File: config.mk
export PLATFORM = sky130hd
export DESIGN_NAME = cmp_stream_tracker_flat
export DESIGN_NICKNAME = d
export VERILOG_FILES = /design/src/rtl/cmp_stream_tracker_if.sv /design/src/rtl/cmp_stream_tracker.sv /design/src/flat_wrapper.sv
export SDC_FILE = /design/constraint.sdc
export NUM_CORES = 1
export LEC_CHECK = 0
export ABC_AREA = 1
export BUFFER_PORTS_ARGS = -buffer_cell sky130_fd_sc_hd__buf_2
export CORE_AREA = 2 2 95 70
export DETAILED_ROUTE_END_ITERATION = 12
export DIE_AREA = 0 0 97 72
export GPL_ROUTABILITY_DRIVEN = 0
export HOLD_SLACK_MARGIN = 0.05
export PLACE_DENSITY = 0.52
export SETUP_SLACK_MARGIN = 0.4
export SLEW_MARGIN = 20
export SYNTH_ARGS = -nofsm -noshare
export SYNTH_HDL_FRONTEND = slang
export SYNTH_SLANG_ARGS = --single-unit
File: constraint.sdc
create_clock -name clk -period 1.65 [get_ports clk]
set_input_delay 0.2475 -clock clk [delete_from_list [all_inputs] [get_ports clk]]
set_output_delay 0.2475 -clock clk [all_outputs]
set_load 0.02 [all_outputs]
File: src/rtl/cmp_stream_tracker_if.sv
// Sample stream handshake into the comparator tracker.
// accept = in_valid & in_ready.
interface cmp_stream_tracker_if;
  logic       in_valid;
  logic [3:0] in_data;
  logic       in_ready;

  modport master (
    output in_valid,
    output in_data,
    input  in_ready
  );

  modport slave (
    input  in_valid,
    input  in_data,
    output in_ready
  );
endinterface

File: src/rtl/cmp_stream_tracker.sv
// Windowed stream tracker: running max/min and up/down/equal
// step counts over WINDOW samples, done pulse per window.
module cmp_stream_tracker #(
  parameter int WINDOW = 8,
  parameter int CNT_W  = 4
) (
  input  logic             clk,
  input  logic             rst_n,
  input  logic             clear,
  cmp_stream_tracker_if.slave s,
  output logic [3:0]       max_out,
  output logic [3:0]       min_out,
  output logic [CNT_W-1:0] up_cnt,
  output logic [CNT_W-1:0] down_cnt,
  output logic [CNT_W-1:0] eq_cnt,
  output logic             busy,
  output logic             done
);

  localparam int CW = CNT_W + 1;

  typedef enum logic [1:0] {
    S_IDLE,
    S_RUN,
    S_DONE
  } state_t;

  state_t           state_q, state_d;
  logic [3:0]       max_q, max_d;
  logic [3:0]       min_q, min_d;
  logic [3:0]       prev_q, prev_d;
  logic [CNT_W-1:0] up_q, up_d;
  logic [CNT_W-1:0] down_q, down_d;
  logic [CNT_W-1:0] eq_q, eq_d;
  logic [CW-1:0]    cnt_q, cnt_d;

  logic accept;
  logic gt_p, lt_p, gt_m, lt_m;

  // 2-level comparator: per-bit equality, then OR of prefix terms
  function automatic logic gt4(
    input logic [3:0] a,
    input logic [3:0] b
  );
    logic [3:0] e;
    e = ~(a ^ b);
    return (a[3] & ~b[3])
         | (e[3] & a[2] & ~b[2])
         | (e[3] & e[2] & a[1] & ~b[1])
         | (e[3] & e[2] & e[1] & a[0] & ~b[0]);
  endfunction

  assign gt_p = gt4(s.in_data, prev_q);
  assign lt_p = gt4(prev_q, s.in_data);
  assign gt_m = gt4(s.in_data, max_q);
  assign lt_m = gt4(min_q, s.in_data);

  assign s.in_ready = (state_q != S_DONE);
  assign accept     = s.in_valid & s.in_ready;

  always_comb begin
    state_d = state_q;
    max_d   = max_q;
    min_d   = min_q;
    prev_d  = prev_q;
    up_d    = up_q;
    down_d  = down_q;
    eq_d    = eq_q;
    cnt_d   = cnt_q;
    unique case (state_q)
      S_IDLE: begin
        if (accept) begin
          max_d   = s.in_data;
          min_d   = s.in_data;
          prev_d  = s.in_data;
          up_d    = '0;
          down_d  = '0;
          eq_d    = '0;
          cnt_d   = CW'(1);
          state_d = (WINDOW == 1) ? S_DONE : S_RUN;
        end
      end
      S_RUN: begin
        if (accept) begin
          if (gt_p)      up_d   = up_q + CNT_W'(1);
          else if (lt_p) down_d = down_q + CNT_W'(1);
          else           eq_d   = eq_q + CNT_W'(1);
          if (gt_m) max_d = s.in_data;
          if (lt_m) min_d = s.in_data;
          prev_d = s.in_data;
          cnt_d  = cnt_q + CW'(1);
          if (cnt_d == CW'(WINDOW)) state_d = S_DONE;
        end
      end
      S_DONE:  state_d = S_IDLE;
      default: state_d = S_IDLE;
    endcase
    // abort drops any coincident sample
    if (clear) begin
      state_d = S_IDLE;
      max_d   = '0;
      min_d   = '0;
      prev_d  = '0;
      up_d    = '0;
      down_d  = '0;
      eq_d    = '0;
      cnt_d   = '0;
    end
  end

  always_ff @(posedge clk) begin
    if (!rst_n) begin
      state_q <= S_IDLE;
      max_q   <= '0;
      min_q   <= '0;
      prev_q  <= '0;
      up_q    <= '0;
      down_q  <= '0;
      eq_q    <= '0;
      cnt_q   <= '0;
    end else begin
      state_q <= state_d;
      max_q   <= max_d;
      min_q   <= min_d;
      prev_q  <= prev_d;
      up_q    <= up_d;
      down_q  <= down_d;
      eq_q    <= eq_d;
      cnt_q   <= cnt_d;
    end
  end

  assign max_out  = max_q;
  assign min_out  = min_q;
  assign up_cnt   = up_q;
  assign down_cnt = down_q;
  assign eq_cnt   = eq_q;
  assign busy     = (state_q == S_RUN);
  assign done     = (state_q == S_DONE);

endmodule

File: src/flat_wrapper.sv
// flat-port wrapper written by rule: the top's interface ports become plain ports
module cmp_stream_tracker_flat 
#(
  parameter int WINDOW = 8,
  parameter int CNT_W  = 4
)
  (clk, rst_n, clear, max_out, min_out, up_cnt, down_cnt, eq_cnt, busy, done, s_in_valid, s_in_data, s_in_ready);
  cmp_stream_tracker_if s_i ();
  input  logic clk;
  input  logic rst_n;
  input  logic clear;
  output logic [3:0] max_out;
  output logic [3:0] min_out;
  output logic [CNT_W-1:0] up_cnt;
  output logic [CNT_W-1:0] down_cnt;
  output logic [CNT_W-1:0] eq_cnt;
  output logic busy;
  output logic done;
  input wire logic [$bits(s_i.in_valid)-1:0] s_in_valid;
  input wire logic [$bits(s_i.in_data)-1:0] s_in_data;
  output wire logic [$bits(s_i.in_ready)-1:0] s_in_ready;
  assign s_i.in_valid = s_in_valid;
  assign s_i.in_data = s_in_data;
  assign s_in_ready = s_i.in_ready;
  cmp_stream_tracker #(.WINDOW(WINDOW), .CNT_W(CNT_W)) u_core (.clk(clk), .rst_n(rst_n), .clear(clear), .s(s_i), .max_out(max_out), .min_out(min_out), .up_cnt(up_cnt), .down_cnt(down_cnt), .eq_cnt(eq_cnt), .busy(busy), .done(done));
endmodule
# Yosys cells after proc, flatten, opt, wreduce, memory -nomap -nowiden
# Cells that the tools add are included.
word_totals:
  reg_bits: 31
  out_inout_bits: 23
op_classes:
  add_sub_neg: 4
  n_eq_ne: 13
  muxes: 26
  n_bitwise: 66
  reduce_logical: 12
ops:
  columns: ["op", "count"]
  rows:
  - ["two-way mux 4 bit", 14]
  - ["case mux 4 bit (2 select lines)", 5]
  - ["AND 1 bit", 35]
  - ["inequality test 2 x 1 -> 1 bit, second input constant", 7]
  - ["NOT 1 bit", 13]
  - ["adder 4 x 1 -> 4 bit, second input constant", 3]
  - ["NOT 4 bit", 3]
  - ["OR 1 bit", 12]
  - ["AND reduction 4 bit", 3]
  - ["bitwise XOR 4 bit", 3]
  - ["two-way mux 5 bit", 2]
  - ["case mux 5 bit (2 select lines)", 1]
  - ["AND reduction 5 bit", 2]
  - ["two-way mux 2 bit", 3]
  - ["inequality test 2 bit, second input constant", 3]
  - ["AND reduction 3 bit", 2]
  - ["adder 5 x 1 -> 5 bit, second input constant", 1]
  - ["== test 5 x 4 -> 1 bit, second input constant", 1]
  - ["case mux 2 bit (2 select lines)", 1]
  - ["OR reduction 2 bit", 2]
  - ["== test 2 x 1 -> 1 bit, second input constant", 1]
  - ["== test 2 bit, second input constant", 1]
  - ["zero test 2 bit", 1]
  - ["AND reduction 2 bit", 1]
  - ["nonzero test 2 bit", 1]

# Logic depth before layout (Yosys ltp)
logic_depth:
  ltp_word: 11
  ltp_mapped: 11
  depth_no_buf: 11

# Worst setup path before layout
# No wires, ideal clock.
synth_timing:
  path_type: "input to register"
  start: "in s_in_data[3]"
  end: "reg u_core.eq_q[2] (netlist: u_core.eq_cnt[2])"
  arrival_ns: 1.316
  required_time_ns: 1.515
  slack_ns: 0.199
  path_stages: 10
  path_cell_list: "inv_1 ha_1 inv_1 o21bai_1 a21oi_2 nand2_2 nand2_4 nand3_2 nand2_1 a21oi_2"
synth_via:
  elab_chain_cells: 9
  elab_cells_between_ends: 28
synth_rtl:
  columns: ["element", "line", "text"]
  rows:
  - ["start, declared", "flat_wrapper.sv:20", "input wire logic [$bits(s_i.in_data)-1:0] s_in_data;"]
  - ["bitwise XOR 4 bit", "cmp_stream_tracker.sv:46", "e = ~(a ^ b);"]
  - ["NOT 4 bit", "cmp_stream_tracker.sv:46", null]
  - ["AND 1 bit (on tied branches) (2 in series)", "cmp_stream_tracker.sv:48, cmp_stream_tracker.sv:49, cmp_stream_tracker.sv:50", null]
  - ["OR 1 bit (tied with other cells)", "cmp_stream_tracker.sv:48", "| (e[3] & a[2] & ~b[2])"]
  - ["OR 1 bit / AND 1 bit (equally long branches)", "cmp_stream_tracker.sv:49, cmp_stream_tracker.sv:50", null]
  - ["OR 1 bit", "cmp_stream_tracker.sv:50", "| (e[3] & e[2] & e[1] & a[0] & ~b[0]);"]
  - ["inequality test 2 bit (no source line)", null, null]
  - ["AND reduction 5 bit (no source line) *", null, null]
  - ["end signal, assigned", "cmp_stream_tracker.sv:128", "eq_q <= eq_d;"]
  - ["end, declared", "cmp_stream_tracker.sv:34", "logic [CNT_W-1:0] eq_q, eq_d;"]
# Mark *: on every way between the ends. The rest lies on a longest branch, timed or not.
# A chain may end at the register's enable or synchronous reset.

# Worst setup path in the final report
layout_timing:
  start: "reg u_core.prev_q[3]"
  end: "reg u_core.up_q[2] (netlist: u_core.up_cnt[2])"
layout_via:
  elab_chain_cells: 9
  elab_cells_between_ends: 17
layout_rtl:
  columns: ["element", "line", "text"]
  rows:
  - ["start, declared", "cmp_stream_tracker.sv:31", "logic [3:0] prev_q, prev_d;"]
  - ["start signal, assigned", "cmp_stream_tracker.sv:125", "prev_q <= prev_d;"]
  - ["bitwise XOR 4 bit", "cmp_stream_tracker.sv:46", null]
  - ["NOT 4 bit", "cmp_stream_tracker.sv:46", null]
  - ["AND 1 bit (on tied branches) (2 in series)", "cmp_stream_tracker.sv:48, cmp_stream_tracker.sv:49, cmp_stream_tracker.sv:50", null]
  - ["OR 1 bit (tied with other cells)", "cmp_stream_tracker.sv:48", null]
  - ["OR 1 bit / AND 1 bit (equally long branches)", "cmp_stream_tracker.sv:49, cmp_stream_tracker.sv:50", null]
  - ["OR 1 bit *", "cmp_stream_tracker.sv:50", null]
  - ["inequality test 2 x 1 -> 1 bit (no source line) *", null, null]
  - ["AND reduction 4 bit (no source line) *", null, null]
  - ["end signal, assigned", "cmp_stream_tracker.sv:126", "up_q <= up_d;"]
  - ["end, declared", "cmp_stream_tracker.sv:32", "logic [CNT_W-1:0] up_q, up_d;"]
# Marked as above.

==> metrics.md <==
| Metric | Value |
|---|---|
| CP Buf/Inv Count | 1 |
| PnR worst setup slack | approximately 0.12 ns |
| Fmax | 652.6 MHz |
| Unique cell type count in the Yosys netlist | 30 |
| Layout overhead on the synthesized area | 40.37% |
| Commonest cells in the netlist | nand2_1, nor2_1, dfxtp_1 |
| Number of DRC markers in iteration 0 | 93 |
| Post-synthesis async set-or-reset flop share | 0 |
| Area of the mapped netlist | around 0.0018 mm^2 |
| Vias in the first global route | approximately 1500 |
| CP max stage cell | dfxtp_2 |
| Hold EP | u_core.state_q[0]$_SDFFE_PP0P_ |
| Count leader, synth | nand2_1 |
| Clock Tree Buf Depth | 2 |
| Initial antenna violation count | 0 |
| # rows | 24 |
| Cell Chain, Critical Path | ha_4, nand2_4, nor2_4, nand4_4, nand2_4, inv_4, nand2_4, nand2_4, nand2_1, a21oi_1 |
| Post-placement cell count | approximately 350 |
| Max Cap Viol | 0 |
| Reg2Reg Depth | 10 |
| Post-DRT Antenna Nets | 0 |
| Slew headroom | 0.5946 |
| Layout cells sized above 1 | 0.4399 |
| Delay of the slowest critical-path stage | 0.34 ns |
| Die area | ~0.0070 mm^2 |
| Outcome | complete, no violations |
| DRT Pass-1 Iters | 4 |
| Unrepaired setup endpoints after global routing | yes |
| Met1 usage | 0.1795 |
| WL per Instance | between 10 and 15 um |
| Arr. time, crit path | 1.67 ns |
| Multi-input gate area | 0.001205 mm^2 |
| CTS tree | built |
| Clock Sinks | 31 |
| Measured slew at the worst slew-check pin | 0.6075 ns |
| CTS H-tree depth | 2 |
| Leak | 1.071 nW |
| Reg area | 630.6 um^2 |
| Post-synthesis cell count | 241 |
| Post-synthesis sequential area ratio | 0.3525 |
| Post-synth top area cell | dfxtp_1 |
| Vias | between 1500 and 2000 |
| Total gr overflow | 0 |
| Final min period | 1.532 ns |
| Final worst path period share | 0.9286 |
| Root Driver | clkbuf_8 |
| Power per cell area | 715.4 mW/mm^2 |
| Hold path depth | 4 |
| Worst hold path type | in -> reg |
| Drt total wl | 4590 um |
| Final Power | approximately 0.0018 W |
| Starting Density | 0.2917 |
| Fill count | approximately 630 |
| Min-Delay Startpoint | s_in_valid |
| Met2 usage | 0.2083 |
| VDD IR-drop max | 278.3 uV |
| Global-route wire length before repair | 7458 um |
| Clock Skew | 0.004543 ns |
| Synth top area share | 0.3525 |
| Post-route DRC | 0 |
| Vias per cell | between 4 and 5 |
| Clk Latency, worst-skew pair | 0.28 ns |
| Clock slew at reported path FFs | 0.07 ns |
| Synth area leaders | dfxtp_1, nand2_1, nor2_1, ha_1, inv_1 |
| Hold Fails Final Rpt | 0 |
| Nets | 306 |
| Fin cells | 369 |
| FF-to-FF setup slack | roughly 0.12 ns |
| Core Area | about 0.0060 mm^2 |
| Syn Nets | 257 |
| Post-synth EDFFs | 0 |
| Pre-CTS WS | 0.03290 ns |
| Die Y-Extent | 72 um |
| IO buf count | 30 |
| Pins Over Slew Limit | 0 |
| Most used cell, CP | nand2_4 |
| Syn_area_per_cell | approximately 7.3 um^2 |
| Worst Setup End Kind | register |
| Hold buffer count at CTS | 0 |
| Top Usage Layer GRT | met2 |
| Final setup violation count | 0 |
| Setup TNS | 0 ns |
| Top_reg_cell synth | dfxtp_1 |
| Cell family with most CP delay | simple AND/OR/NAND/NOR gates |
| Core Util, Final | 0.4094 |
| Met3 Use GR | 0.03854 |
| I/O pin count | 31 |
| Critical R2R Launch | u_core.prev_q[3]$_SDFFE_PP0P_ |
| Crit path kind | reg -> reg |
| Overall Global Routing Usage | 0.1326 |
| Required time worst endpoint | 1.79 ns |
| CP Launch Type | register |
| Die width | 97 um |
| Pin count of the biggest net entering global routing | 27 |
| CTS Buf Count | 5 |
| Flops & latches, synth | 31 |
| Post-DP HPWL | 3016 um |
| N_diodes | 0 |
| Critical R2R Capture | u_core.up_cnt[2]$_SDFFE_PP0P_ |
| Yosys warning count | 0 |
| Worst Path Max Fanout | 4 |
## sequential cells by signal, summed over array words and instances, names as in the netlist
| register | flops |
|---|---|
| u_core.down_cnt | 4 |
| u_core.state_q | 2 |
| u_core.max_out | 4 |
| u_core.up_cnt | 4 |
| u_core.min_out | 4 |
| u_core.cnt_q | 5 |
| u_core.prev_q | 4 |
| u_core.eq_cnt | 4 |
## cells by family (layout without fill, tap and decap cells)
kind of cell / after synthesis / after routing / share of synthesized area
compound gates: 39 / 39 / 0.1393
xor+xnor: 7 / 7 / 0.03483
fa+ha+maj: 8 / 8 / 0.05686
flops: 31 / 31 / 0.3525
buf+inv: 36 / 85 / 0.08032
simple gates: 120 / 121 / 0.3362
## per-layer routing
metal / vias to the layer above / share of wire
li1: 881 / -
met1: 796 / 0.50
met2: 26 / 0.45
met3: 4 / 0.045
met4: 0 / 0.0074
met5: - / 0
## area by class of cell
type	count	share of cell area
clock buffers	8	0.04051
inverters	29	0.04810
multi-input cells	175	0.4876
flip-flops and latches	31	0.2552
well taps	78	0.03949
repair buffers	48	0.1291
## repair_timing
item	CTS	global route
hold endpoints to repair	0	0
gates resized for setup	32	30
gates cloned	1	0
setup endpoints to repair	25	29
setup buffers	10	4
pin swaps	7	8
## worst max path at each step
stage	from	endpoint	slack, ns	cells after the start
after floorplan	u_core.prev_q[3]$_SDFFE_PP0P_	u_core.eq_cnt[0]$_SDFFE_PP0P_	0.28	10
after global placement	s_in_data[3]	u_core.eq_cnt[3]$_SDFFE_PP0P_	0.07	11
after detailed placement	s_in_data[3]	u_core.eq_cnt[3]$_SDFFE_PP0P_	0.03	11
after CTS	u_core.prev_q[3]$_SDFFE_PP0P_	u_core.eq_cnt[2]$_SDFFE_PP0P_	0.16	9
after global routing	u_core.prev_q[3]$_SDFFE_PP0P_	u_core.up_cnt[0]$_SDFFE_PP0P_	0.02	10
final	u_core.prev_q[3]$_SDFFE_PP0P_	u_core.up_cnt[2]$_SDFFE_PP0P_	0.12	10
## stage by stage
step	hold slack [ns]	area (um^2)
after floorplan	0.4505	1792
after global placement	0.4565	2037
after detailed placement	0.4753	2037
after CTS	0.2665	2326
after global routing	0.2889	2471
final	0.2804	2471
## worst register-to-register path, cell delays in order (launching register included)
cell and delay (ns):
dfxtp_2 0.34, ha_4 0.29, nand2_4 0.05, nor2_4 0.16, nand4_4 0.10, nand2_4 0.15, inv_4 0.05, nand2_4 0.06
nand2_4 0.07, nand2_1 0.07, a21oi_1 0.05
## layout by cell type, fill, tap and decap left out, types with 2 or more instances in the layout
cell type   count
a211oi_1        4
a21oi_1        13
a21oi_2         7
buf_2          27
buf_4          15
buf_6           5
clkbuf_8        7
clkinvlp_4      2
dfxtp_1        25
dfxtp_2         5
ha_1            5
ha_4            2
inv_1          15
inv_2          11
nand2_1        36
nand2_2        10
nand2_4         7
nand3_1        12
nand3_2         3
nand4_1         8
nor2_1         25
nor2_2          6
nor2_4          9
o21ai_0         5
o22ai_1         2
xor2_1          5
xor2_2          2
## where the power goes
part / switching (W) / internal [W]
sequential: 0.0000172 / 0.000766
combinational: 0.000201 / 0.000122
clock: 0.000281 / 0.000381
Power figures use the tool's default switching activity.
